==> src/rtl/spi_slave_fifo_if.sv <==
// SPI pin and local-side handshake bundle for spi_slave_fifo; err/err_clr exist only with SPI_SLV_ERR_EN.
// master = SPI host / local logic driving the slave, slave = spi_slave_fifo itself.
interface spi_slave_fifo_if #(
  parameter int DATA_W     = 8,
  parameter int FIFO_DEPTH = 4
);
  logic                          cs;
  logic                          mosi;
  logic                          miso;
  logic [DATA_W-1:0]             tx_data;
  logic                          tx_valid;
  logic                          tx_ready;
  logic [DATA_W-1:0]             dout;
  logic                          rx_valid;
  logic                          rx_ready;
  logic [$clog2(FIFO_DEPTH):0]   rx_level;
  logic                          busy;
`ifdef SPI_SLV_ERR_EN
  logic [1:0]                    err;
  logic                          err_clr;

  modport master (
    output cs, mosi, tx_data, tx_valid, rx_ready, err_clr,
    input  miso, tx_ready, dout, rx_valid, rx_level, busy, err
  );
  modport slave (
    input  cs, mosi, tx_data, tx_valid, rx_ready, err_clr,
    output miso, tx_ready, dout, rx_valid, rx_level, busy, err
  );
`else
  modport master (
    output cs, mosi, tx_data, tx_valid, rx_ready,
    input  miso, tx_ready, dout, rx_valid, rx_level, busy
  );
  modport slave (
    input  cs, mosi, tx_data, tx_valid, rx_ready,
    output miso, tx_ready, dout, rx_valid, rx_level, busy
  );
`endif
endinterface

==> src/rtl/spi_slave_fifo.sv <==
// SPI mode-0 slave clocked by sclk, TX holding register + RX FIFO; SPI_SLV_ERR_EN adds sticky overrun/underrun flags.
// Latency: RX word visible right after its last sampled edge; TX word on miso one edge after IDLE accept (same edge on bypass).
// Backpressure: tx_ready low while holding register full; full RX FIFO drops new words unless popped on the same edge.
module spi_slave_fifo #(
  parameter int DATA_W     = 8,
  parameter int FIFO_DEPTH = 4,
  parameter bit MSB_FIRST  = 1'b1
) (
  input  logic             sclk,
  input  logic             i_reset,
  spi_slave_fifo_if.slave  bus
);

  localparam int CW = (DATA_W > 1) ? $clog2(DATA_W) : 1;
  localparam int AW = $clog2(FIFO_DEPTH);
  localparam int LW = AW + 1;
  localparam logic [CW-1:0] CNT_LAST = CW'(DATA_W - 1);
  localparam logic [LW-1:0] LVL_FULL = LW'(FIFO_DEPTH);

  typedef enum logic {ST_IDLE, ST_SHIFT} state_e;

  state_e             st_q, st_d;
  logic [CW-1:0]      cnt_q, cnt_d;
  logic [DATA_W-1:0]  rx_sh_q, rx_sh_d;
  logic [DATA_W-1:0]  tx_sh_q, tx_sh_d;
  logic [DATA_W-1:0]  hold_q, hold_d;
  logic               hold_vld_q, hold_vld_d;
  logic               primed_q, primed_d;
  logic [DATA_W-1:0]  mem_q [FIFO_DEPTH];
  logic [DATA_W-1:0]  mem_d [FIFO_DEPTH];
  logic [AW-1:0]      wr_ptr_q, wr_ptr_d;
  logic [AW-1:0]      rd_ptr_q, rd_ptr_d;
  logic [LW-1:0]      level_q, level_d;

  logic               sel;
  logic               last;
  logic               abort;
  logic               first_bit;
  logic               idle_load;
  logic               load;
  logic               tx_avail;
  logic               tx_acc;
  logic               push_ok;
  logic               pop;
  logic               full;
  logic               overrun;
  logic               underrun;
  logic [DATA_W-1:0]  rx_shifted;
  logic [DATA_W-1:0]  tx_shifted;
  logic [DATA_W-1:0]  tx_next;

  assign sel       = ~bus.cs;
  assign last      = sel && (cnt_q == CNT_LAST);
  assign abort     = bus.cs && (cnt_q != '0);
  assign first_bit = sel && (cnt_q == '0);
  assign tx_avail  = hold_vld_q || bus.tx_valid;
  assign tx_next   = hold_vld_q ? hold_q : bus.tx_data;
  // Idle preload only while deselected: with cs low at counter 0 the word has
  // already started, so an unprimed word must stay all zeros.
  assign idle_load = bus.cs && (cnt_q == '0) && !primed_q && tx_avail;
  assign load      = idle_load || last;
  assign tx_acc    = bus.tx_valid && !hold_vld_q;

  assign rx_shifted = MSB_FIRST ? {rx_sh_q[DATA_W-2:0], bus.mosi}
                                : {bus.mosi, rx_sh_q[DATA_W-1:1]};
  assign tx_shifted = MSB_FIRST ? {tx_sh_q[DATA_W-2:0], 1'b0}
                                : {1'b0, tx_sh_q[DATA_W-1:1]};

  assign full     = (level_q == LVL_FULL);
  assign pop      = (level_q != '0) && bus.rx_ready;
  assign push_ok  = last && (!full || pop);
  assign overrun  = last && full && !pop;
  assign underrun = first_bit && !primed_q;

  always_comb begin
    cnt_d      = cnt_q;
    st_d       = st_q;
    rx_sh_d    = rx_sh_q;
    tx_sh_d    = tx_sh_q;
    hold_d     = hold_q;
    hold_vld_d = hold_vld_q;
    primed_d   = primed_q;
    mem_d      = mem_q;
    wr_ptr_d   = wr_ptr_q;
    rd_ptr_d   = rd_ptr_q;
    level_d    = level_q;

    if (sel) begin
      cnt_d   = last ? '0 : cnt_q + CW'(1);
      rx_sh_d = rx_shifted;
    end else begin
      cnt_d = '0;
      if (abort) begin
        rx_sh_d = '0;
      end
    end
    st_d = (cnt_d != '0) ? ST_SHIFT : ST_IDLE;

    if (load) begin
      if (tx_avail) begin
        tx_sh_d  = tx_next;
        primed_d = 1'b1;
      end else begin
        tx_sh_d  = '0;
        primed_d = 1'b0;
      end
    end else if (sel) begin
      tx_sh_d = tx_shifted;
    end else if (abort) begin
      tx_sh_d  = '0;
      primed_d = 1'b0;
    end

    // A load with the holding register empty consumes tx_data directly (bypass).
    if (load && hold_vld_q) begin
      hold_vld_d = 1'b0;
    end else if (tx_acc && !load) begin
      hold_vld_d = 1'b1;
      hold_d     = bus.tx_data;
    end

    if (push_ok) begin
      mem_d[wr_ptr_q] = rx_shifted;
      wr_ptr_d        = wr_ptr_q + AW'(1);
    end
    if (pop) begin
      rd_ptr_d = rd_ptr_q + AW'(1);
    end
    case ({push_ok, pop})
      2'b10:   level_d = level_q + LW'(1);
      2'b01:   level_d = level_q - LW'(1);
      default: level_d = level_q;
    endcase
  end

  always_ff @(posedge sclk or posedge i_reset) begin
    if (i_reset) begin
      st_q       <= ST_IDLE;
      cnt_q      <= '0;
      rx_sh_q    <= '0;
      tx_sh_q    <= '0;
      hold_q     <= '0;
      hold_vld_q <= 1'b0;
      primed_q   <= 1'b0;
      wr_ptr_q   <= '0;
      rd_ptr_q   <= '0;
      level_q    <= '0;
      for (int i = 0; i < FIFO_DEPTH; i++) begin
        mem_q[i] <= '0;
      end
    end else begin
      st_q       <= st_d;
      cnt_q      <= cnt_d;
      rx_sh_q    <= rx_sh_d;
      tx_sh_q    <= tx_sh_d;
      hold_q     <= hold_d;
      hold_vld_q <= hold_vld_d;
      primed_q   <= primed_d;
      wr_ptr_q   <= wr_ptr_d;
      rd_ptr_q   <= rd_ptr_d;
      level_q    <= level_d;
      for (int i = 0; i < FIFO_DEPTH; i++) begin
        mem_q[i] <= mem_d[i];
      end
    end
  end

`ifdef SPI_SLV_ERR_EN
  logic [1:0] err_q, err_d;

  // Same-edge set beats clear so no event is lost.
  always_comb begin
    err_d = (bus.err_clr ? 2'b00 : err_q) | {underrun, overrun};
  end

  always_ff @(posedge sclk or posedge i_reset) begin
    if (i_reset) begin
      err_q <= 2'b00;
    end else begin
      err_q <= err_d;
    end
  end

  assign bus.err = err_q;
`else
  logic unused_flags;
  assign unused_flags = overrun ^ underrun;
`endif

  assign bus.miso     = MSB_FIRST ? tx_sh_q[DATA_W-1] : tx_sh_q[0];
  assign bus.tx_ready = ~hold_vld_q;
  assign bus.dout     = mem_q[rd_ptr_q];
  assign bus.rx_valid = (level_q != '0);
  assign bus.rx_level = level_q;
  assign bus.busy     = (st_q == ST_SHIFT);

endmodule

==> src/flat_wrapper.sv <==
// flat-port wrapper written by rule: the top's interface ports become plain ports
module spi_slave_fifo_flat 
#(
  parameter int DATA_W     = 8,
  parameter int FIFO_DEPTH = 4,
  parameter bit MSB_FIRST  = 1'b1
)
  (sclk, i_reset, bus_cs, bus_mosi, bus_tx_data, bus_tx_valid, bus_rx_ready, bus_miso, bus_tx_ready, bus_dout, bus_rx_valid, bus_rx_level, bus_busy);
  spi_slave_fifo_if #(.DATA_W(DATA_W), .FIFO_DEPTH(FIFO_DEPTH)) bus_i ();
  input  logic sclk;
  input  logic i_reset;
  input wire logic [$bits(bus_i.cs)-1:0] bus_cs;
  input wire logic [$bits(bus_i.mosi)-1:0] bus_mosi;
  input wire logic [$bits(bus_i.tx_data)-1:0] bus_tx_data;
  input wire logic [$bits(bus_i.tx_valid)-1:0] bus_tx_valid;
  input wire logic [$bits(bus_i.rx_ready)-1:0] bus_rx_ready;
  output wire logic [$bits(bus_i.miso)-1:0] bus_miso;
  output wire logic [$bits(bus_i.tx_ready)-1:0] bus_tx_ready;
  output wire logic [$bits(bus_i.dout)-1:0] bus_dout;
  output wire logic [$bits(bus_i.rx_valid)-1:0] bus_rx_valid;
  output wire logic [$bits(bus_i.rx_level)-1:0] bus_rx_level;
  output wire logic [$bits(bus_i.busy)-1:0] bus_busy;
  assign bus_i.cs = bus_cs;
  assign bus_i.mosi = bus_mosi;
  assign bus_i.tx_data = bus_tx_data;
  assign bus_i.tx_valid = bus_tx_valid;
  assign bus_i.rx_ready = bus_rx_ready;
  assign bus_miso = bus_i.miso;
  assign bus_tx_ready = bus_i.tx_ready;
  assign bus_dout = bus_i.dout;
  assign bus_rx_valid = bus_i.rx_valid;
  assign bus_rx_level = bus_i.rx_level;
  assign bus_busy = bus_i.busy;
  spi_slave_fifo #(.DATA_W(DATA_W), .FIFO_DEPTH(FIFO_DEPTH), .MSB_FIRST(MSB_FIRST)) u_core (.sclk(sclk), .i_reset(i_reset), .bus(bus_i));
endmodule
==> config.mk <==
export PLATFORM = sky130hd
export DESIGN_NAME = spi_slave_fifo_flat
export DESIGN_NICKNAME = d
export VERILOG_FILES = /design/src/rtl/spi_slave_fifo_if.sv /design/src/rtl/spi_slave_fifo.sv /design/src/flat_wrapper.sv
export SDC_FILE = /design/constraint.sdc
export NUM_CORES = 1
export LEC_CHECK = 0
export ABC_AREA = 1
export CAP_MARGIN = 15
export CORE_MARGIN = 4
export CORE_UTILIZATION = 57
export CTS_CLUSTER_SIZE = 12
export DETAILED_ROUTE_END_ITERATION = 10
export GPL_TIMING_DRIVEN = 0
export HOLD_SLACK_MARGIN = 0.15
export PLACE_DENSITY_LB_ADDON = 0.05
export SLEW_MARGIN = 20
export SYNTH_ARGS = -nofsm -noshare
export SYNTH_HDL_FRONTEND = slang
export SYNTH_SLANG_ARGS = --single-unit
==> constraint.sdc <==
create_clock -name sclk -period 2.7 [get_ports sclk]
set_input_delay 0.54 -clock sclk [delete_from_list [all_inputs] [get_ports sclk]]
set_output_delay 0.54 -clock sclk [all_outputs]
set_load 0.05 [all_outputs]
== Yosys cells after proc, flatten, opt, wreduce, memory -nomap -nowiden ==
Cells that the tools add are included.
Storage, ports and cells
  register bits: 68
  input bits: 14
  output and inout bits: 15
  word-level logic and storage cells: 83
Operators by class
  $add $sub $neg: 5
  magnitude comparators: 3
  equal/unequal tests: 6
  mux-type cells: 22
  bitwise operators: 5
  reductions and logical operators: 28
Operators by type and width (number)
  8-bit 2-to-1 mux: 8
  32-bit bitwise mux: 1
  8-bit binary-select mux with 2-bit select: 1
  8-bit demux with 2-bit select: 1
  1-bit logical AND: 11
  3-bit nonzero test: 3
  2-bit nonzero test: 4
  1-bit 2-to-1 mux: 7
  7-bit 2-to-1 mux: 1
  3-bit by 1-bit adder with 3-bit output (second input constant): 2
  3-bit == test (second input constant): 2
  3-bit >= comparator (second input constant): 2
  3-bit 2-to-1 mux: 2
  2-bit inverter with 3-bit output: 2
  3-bit case mux with 2 select lines: 1
  2-bit by 1-bit adder with 2-bit output (second input constant): 2
  1-bit zero test: 4
  2-bit AND reduction: 2
  3-bit zero test: 1
  1-bit logical OR: 3
  3-bit by 1-bit < comparator with 1-bit output (second input constant): 1
  3-bit by 1-bit != test with 1-bit output (second input constant): 1
  1-bit inverter: 3
  3-bit by 1-bit subtractor with 3-bit output (second input constant): 1
  other kinds (3): 3

== Logic depth before layout (Yosys ltp) ==
  depth in word-level cells: 9
  depth in mapped cells: 11

== Worst setup path after synthesis ==
OpenSTA, ideal clock, no wires.
  path kind: reg-to-reg
  from: register u_core.level_q[0], in the netlist u_core.bus.rx_level[0]
  to: register u_core.level_q[2], in the netlist u_core.bus.rx_level[2]
  library setup time: 79 ps
  arrival: 2430 ps
  path slack: 190 ps
  cell stages (with the launch flop): 11
  path buffers: 0
  period minus slack after synthesis: 2510 ps
  path through: dfrtp_1 > nor2_1 > nand2_1 > nand2_1 > inv_1 > ha_1 > inv_1 > fa_1 > or2_2 > nand2_1 > xor2_1
Between the ends
  cells in the longest elaborated chain, start to end: 6
  elaborated cells between the ends (all ways): 12
  classes of those cells: add/sub: 2; eq/ne: 3; mux: 1; reduce/logical: 6
Ends and longest elaborated chain
  start, declared: RTL line spi_slave_fifo.sv:33  | logic [LW-1:0] level_q, level_d;
  start signal, assigned: RTL line spi_slave_fifo.sv:161  | level_q <= level_d;
  3-bit nonzero test (*)
  via bus_rx_valid: RTL line flat_wrapper.sv:20  | output wire logic [$bits(bus_i.rx_valid)-1:0] bus_rx_valid;
  1-bit logical AND (*): RTL line spi_slave_fifo.sv:70  | assign pop = (level_q != '0) && bus.rx_ready;
  via u_core.pop: RTL line spi_slave_fifo.sv:44  | logic pop;
  1-bit logical OR: RTL line spi_slave_fifo.sv:71  | assign push_ok = last && (!full || pop);
  1-bit logical AND: RTL line spi_slave_fifo.sv:71
  2-bit by 1-bit == test with 1-bit output or 2-bit == test (tied branches): RTL line spi_slave_fifo.sv:129  | case ({push_ok, pop})
  3-bit case mux with 2 select lines or 2-bit nonzero test (tied branches)
Mark *: on every way through the listed nets, which the timed path passes. The rest lies on a longest branch.
A chain may end at the register's enable or synchronous reset.

== Worst setup path in the final report ==
  from: register u_core.rd_ptr_q[0]
  to: output bus_dout[7]
Between the ends
  cells in the longest elaborated chain, start to end: 4
Ends and longest elaborated chain
  start, declared: RTL line spi_slave_fifo.sv:32  | logic [AW-1:0] rd_ptr_q, rd_ptr_d;
  start signal, assigned: RTL line spi_slave_fifo.sv:160  | rd_ptr_q <= rd_ptr_d;
  2-bit inverter with 3-bit output (implied by the code): RTL line spi_slave_fifo.sv:192  | assign bus.dout = mem_q[rd_ptr_q];
  8-bit binary-select mux with 2-bit select: RTL line spi_slave_fifo.sv:192
  8-bit 2-to-1 mux (implied by the code) (2 in series): RTL line spi_slave_fifo.sv:192
  end, declared: RTL line flat_wrapper.sv:19  | output wire logic [$bits(bus_i.dout)-1:0] bus_dout;
No other way between the ends. The select of a mux whose other input is x is not followed.

==> impl_metrics.env <==
export IMPL_switchingPower_uw=1460
export IMPL_cell_at_the_root_of_the_clock_tree="sky130_fd_sc_hd__clkbuf_8"
export IMPL_maxCapViolations=0
export IMPL_share_of_total_power_in_combinational_logic=0.398
export IMPL_layout_nets=420
export IMPL_firstDrtPassIters=5
export IMPL_power_density_cell_area_nw_per_um2=963
export IMPL_critical_path_slowest_cell="sky130_fd_sc_hd__dfrtp_1"
export IMPL_drt_initial_drc_count=195
export IMPL_diodes=0
export IMPL_layout_min_cycle_time_ps=2470
export IMPL_fillCellCount=419
export IMPL_leakagePower_uw=0.00177
export IMPL_outcome="finished clean"
export IMPL_net_switching_share_of_the_total_power=0.415
export IMPL_startpoint_type="register"
export IMPL_hpwl_reported_at_the_end_of_detailed_placement_um=4780
export IMPL_synthDistinctLibCells=26
export IMPL_htree_num_levels=3
export IMPL_mappedNetlistNets=380
export IMPL_via_to_cell_ratio=5.43
export IMPL_final_period_utilization=0.915
export IMPL_final_hold_violation_count=0
export IMPL_fin_worst_hold_slack_ps=452
export IMPL_most_frequent_standard_cell_in_the_layout_excluding_fill_and_tap_cells="sky130_fd_sc_hd__nand2_1"
export IMPL_cts_sinks=68
export IMPL_timing_slew_headroom=0.668
export IMPL_ioPinCount=29
export IMPL_avgSynthCellArea_um2=8.70
export IMPL_die_height_um=81.8
export IMPL_ys_seq_area_frac=0.548
export IMPL_p_int_uw=2060
export IMPL_path_max_fanout=10
export IMPL_ys_warn_count=0
export IMPL_port_buffers=28
export IMPL_first_pass_grt_wire_length_um=11800
export IMPL_track_usage=0.237
export IMPL_clock_tree_buffer_depth=2
export IMPL_dr_total_vias=2550
export IMPL_syn2layout_area_growth_pct=17.6
export IMPL_crit_type="reg -> out"
export IMPL_peak_vdd_ir_v=0.000680
export IMPL_fp_dieArea_um2=6690
export IMPL_final_util=0.702
export IMPL_ys_seq_elements=68
export IMPL_cp_data_required_time_ps=2160
export IMPL_floorplan_initialDensity=0.597
export IMPL_cts_tree="built"
export IMPL_critical_path_max_stage_delay_ps=350
export IMPL_detail_route_wirelength_um=6920
export IMPL_slew_at_the_pin_with_the_worst_max_slew_slack_ps=497
export IMPL_worst_path_most_repeated_cell="sky130_fd_sc_hd__buf_2"
export IMPL_final_max_slew_violation_count=0
export IMPL_final_cell_mix="103 x sky130_fd_sc_hd__nand2_1, 68 x sky130_fd_sc_hd__dfrtp_1, 38 x sky130_fd_sc_hd__o21ai_0, 26 x sky130_fd_sc_hd__inv_1, 26 x sky130_fd_sc_hd__nor2_1"
export IMPL_syn_inst=357
export IMPL_synth_cell_area_um2=3110
export IMPL_rows=26
export IMPL_post_route_cells_drive_above_1_share=0.120
export IMPL_tritoncts_num_buffers=9
export IMPL_crit_arrival_ps=1930
export IMPL_grt_ovfl_total=0
export IMPL_setup_repair_after_global_routing_missed_its_margin="no"
export IMPL_setup_viol=0
export IMPL_achievable_frequency_ghz=0.405
export IMPL_core_area_um2=5200
export IMPL_relative_contribution_of_sequential_cells_to_total_power=0.368
export IMPL_grt_pass1_vias=2570
export IMPL_clock_insertion_delay_worst_skew_ps=340
export IMPL_worstPathCellList="buf_2 > inv_1 > buf_2 > nor2_1 > o22ai_1 > clkbuf_2"
export IMPL_critPathCaptureType="output pin"
export IMPL_worstHoldPathType="in -> async"
export IMPL_die_width_um=81.8
export IMPL_grt_antenna_before_repair=0
export IMPL_gp_routability_congestion=0.846
export IMPL_postRouteAntennaNets=0
export IMPL_grt_max_degree=58
export IMPL_drc=0
export IMPL_skew_ps=4.80
export IMPL_clkTransAtPathRegs_ps=70
export IMPL_power_frac_clock=0.235
export IMPL_route_detailed_wl_per_inst_um=14.7
stage by stage:
step                      setup WS [ps]  setup TNS, ps  total power (uW)  cells  instance area (um2)
final                               230              0              3520    470                 3650
after global routing               98.0              0              3730    470                 3650
after CTS                         0.569              0              3560    470                 3680
after detailed placement           51.9              0              2780    456                 3500
after global placement             -694         -47060              2750    455                 3470
after floorplan                     190              0              2330    357                 3110
area by class of cell:
cell class	count	area (um2)	share of cell area
Multi-Input combinational cell	245	1220	0.334
Tap cell	70	87.6	0.0240
Clock buffer	12	155	0.0425
Inverter	31	119	0.0325
Buffer	13	67.6	0.0185
Clock inverter	2	35.0	0.00959
Timing Repair Buffer	29	268	0.0733
Sequential cell	68	1700	0.466
worst max-delay path: cells and delay by family, from the launching register on:
family	cells	cell delay [ps]
flip-flops	1	350
buffers and inverters	4	980
AO/OA/AOI/OAI	1	190
AND/OR/NAND/NOR	1	60
power by group through the flow:
| stage | Clock, uW | Sequential, uW | Combinational, uW |
|---|---|---|---|
| after floorplan | 0 | 1390 | 943 |
| after global placement | 0 | 1300 | 1450 |
| after detailed placement | 0 | 1310 | 1470 |
| after CTS | 840 | 1290 | 1420 |
| after global routing | 877 | 1320 | 1530 |
| final | 825 | 1290 | 1400 |
what timing repair did:
item | 4_1_cts | 5_1_grt
hold buffers | 0 | 0
gates cloned | 0 | 0
setup buffers | 0 | 0
setup endpoints to repair | 8 | 8
gates resized for setup | 9 | 15
pin swaps | 0 | 0
state kept, by name, indices dropped and copies added (netlist names), 2 cells and up:
name and cells:
u_core.rx_sh_q 7, u_core.hold_q 8, u_core.cnt_q 3, u_core.tx_sh_q 8, u_core.mem_q 32, u_core.bus.rx_level 3, u_core.wr_ptr_q 2, u_core.rd_ptr_q 2
cells in the mapped netlist, drive strengths merged:
cell | count | share of area
nand3 | 21 | 0.040
ha | 8 | 0.032
nor3 | 1 | 0.0016
nand2 | 105 | 0.13
xor2 | 2 | 0.0056
xnor2 | 1 | 0.0028
buf | 11 | 0.019
o21ai | 50 | 0.081
inv | 31 | 0.037
clkbuf | 2 | 0.0024
dfrtp | 68 | 0.55
o22ai | 15 | 0.030
nand4 | 8 | 0.016
o211ai | 1 | 0.0024
fa | 1 | 0.0064
nor2 | 29 | 0.039
a21oi | 2 | 0.0032
or2 | 1 | 0.0020
worst paths after layout:
| path | slack (ps) | from | cells past startpoint | end |
|---|---|---|---|---|
| setup / recovery | 230 | u_core.rd_ptr_q[0]$_DFFE_PP0P_ | 6 | bus_dout[7] |
| hold / removal | 450 | i_reset | 2 | u_core.wr_ptr_q[0]$_DFFE_PP0P_ |
| setup reg to reg | 260 | u_core.cnt_q[0]$_DFF_PP0_ | 11 | u_core.bus.rx_level[2]$_DFFE_PP0P_ |
| hold reg to reg | 480 | u_core.hold_q[6]$_DFFE_PP0P_ | 2 | u_core.hold_q[6]$_DFFE_PP0P_ |
| max in group asynchronous | 1730 | i_reset | 3 | u_core.mem_q[22]$_DFFE_PP0P_ |
| min in group sclk | 480 | u_core.hold_q[6]$_DFFE_PP0P_ | 2 | u_core.hold_q[6]$_DFFE_PP0P_ |
per-layer routing:
layer,track usage,up-vias,routed length (um)
met5,0,-,0
met3,0.0493,15,374
met2,0.397,70,3470
li1,-,1248,-
met1,0.294,1217,2930
met4,0.105,0,141
kinds of logic (layout without fill, tap and decap cells):
family	after synthesis	after routing	share of synthesized area
XOR/XNOR	3	3	0.00846
adder cells (fa/ha/maj)	9	9	0.0387
AND/OR/NAND/NOR	165	165	0.229
buffers and inverters	44	87	0.0592
AO/OA/AOI/OAI	68	68	0.116
flip-flops	68	68	0.548
No activity file was read; power rests on OpenSTA's default activity.
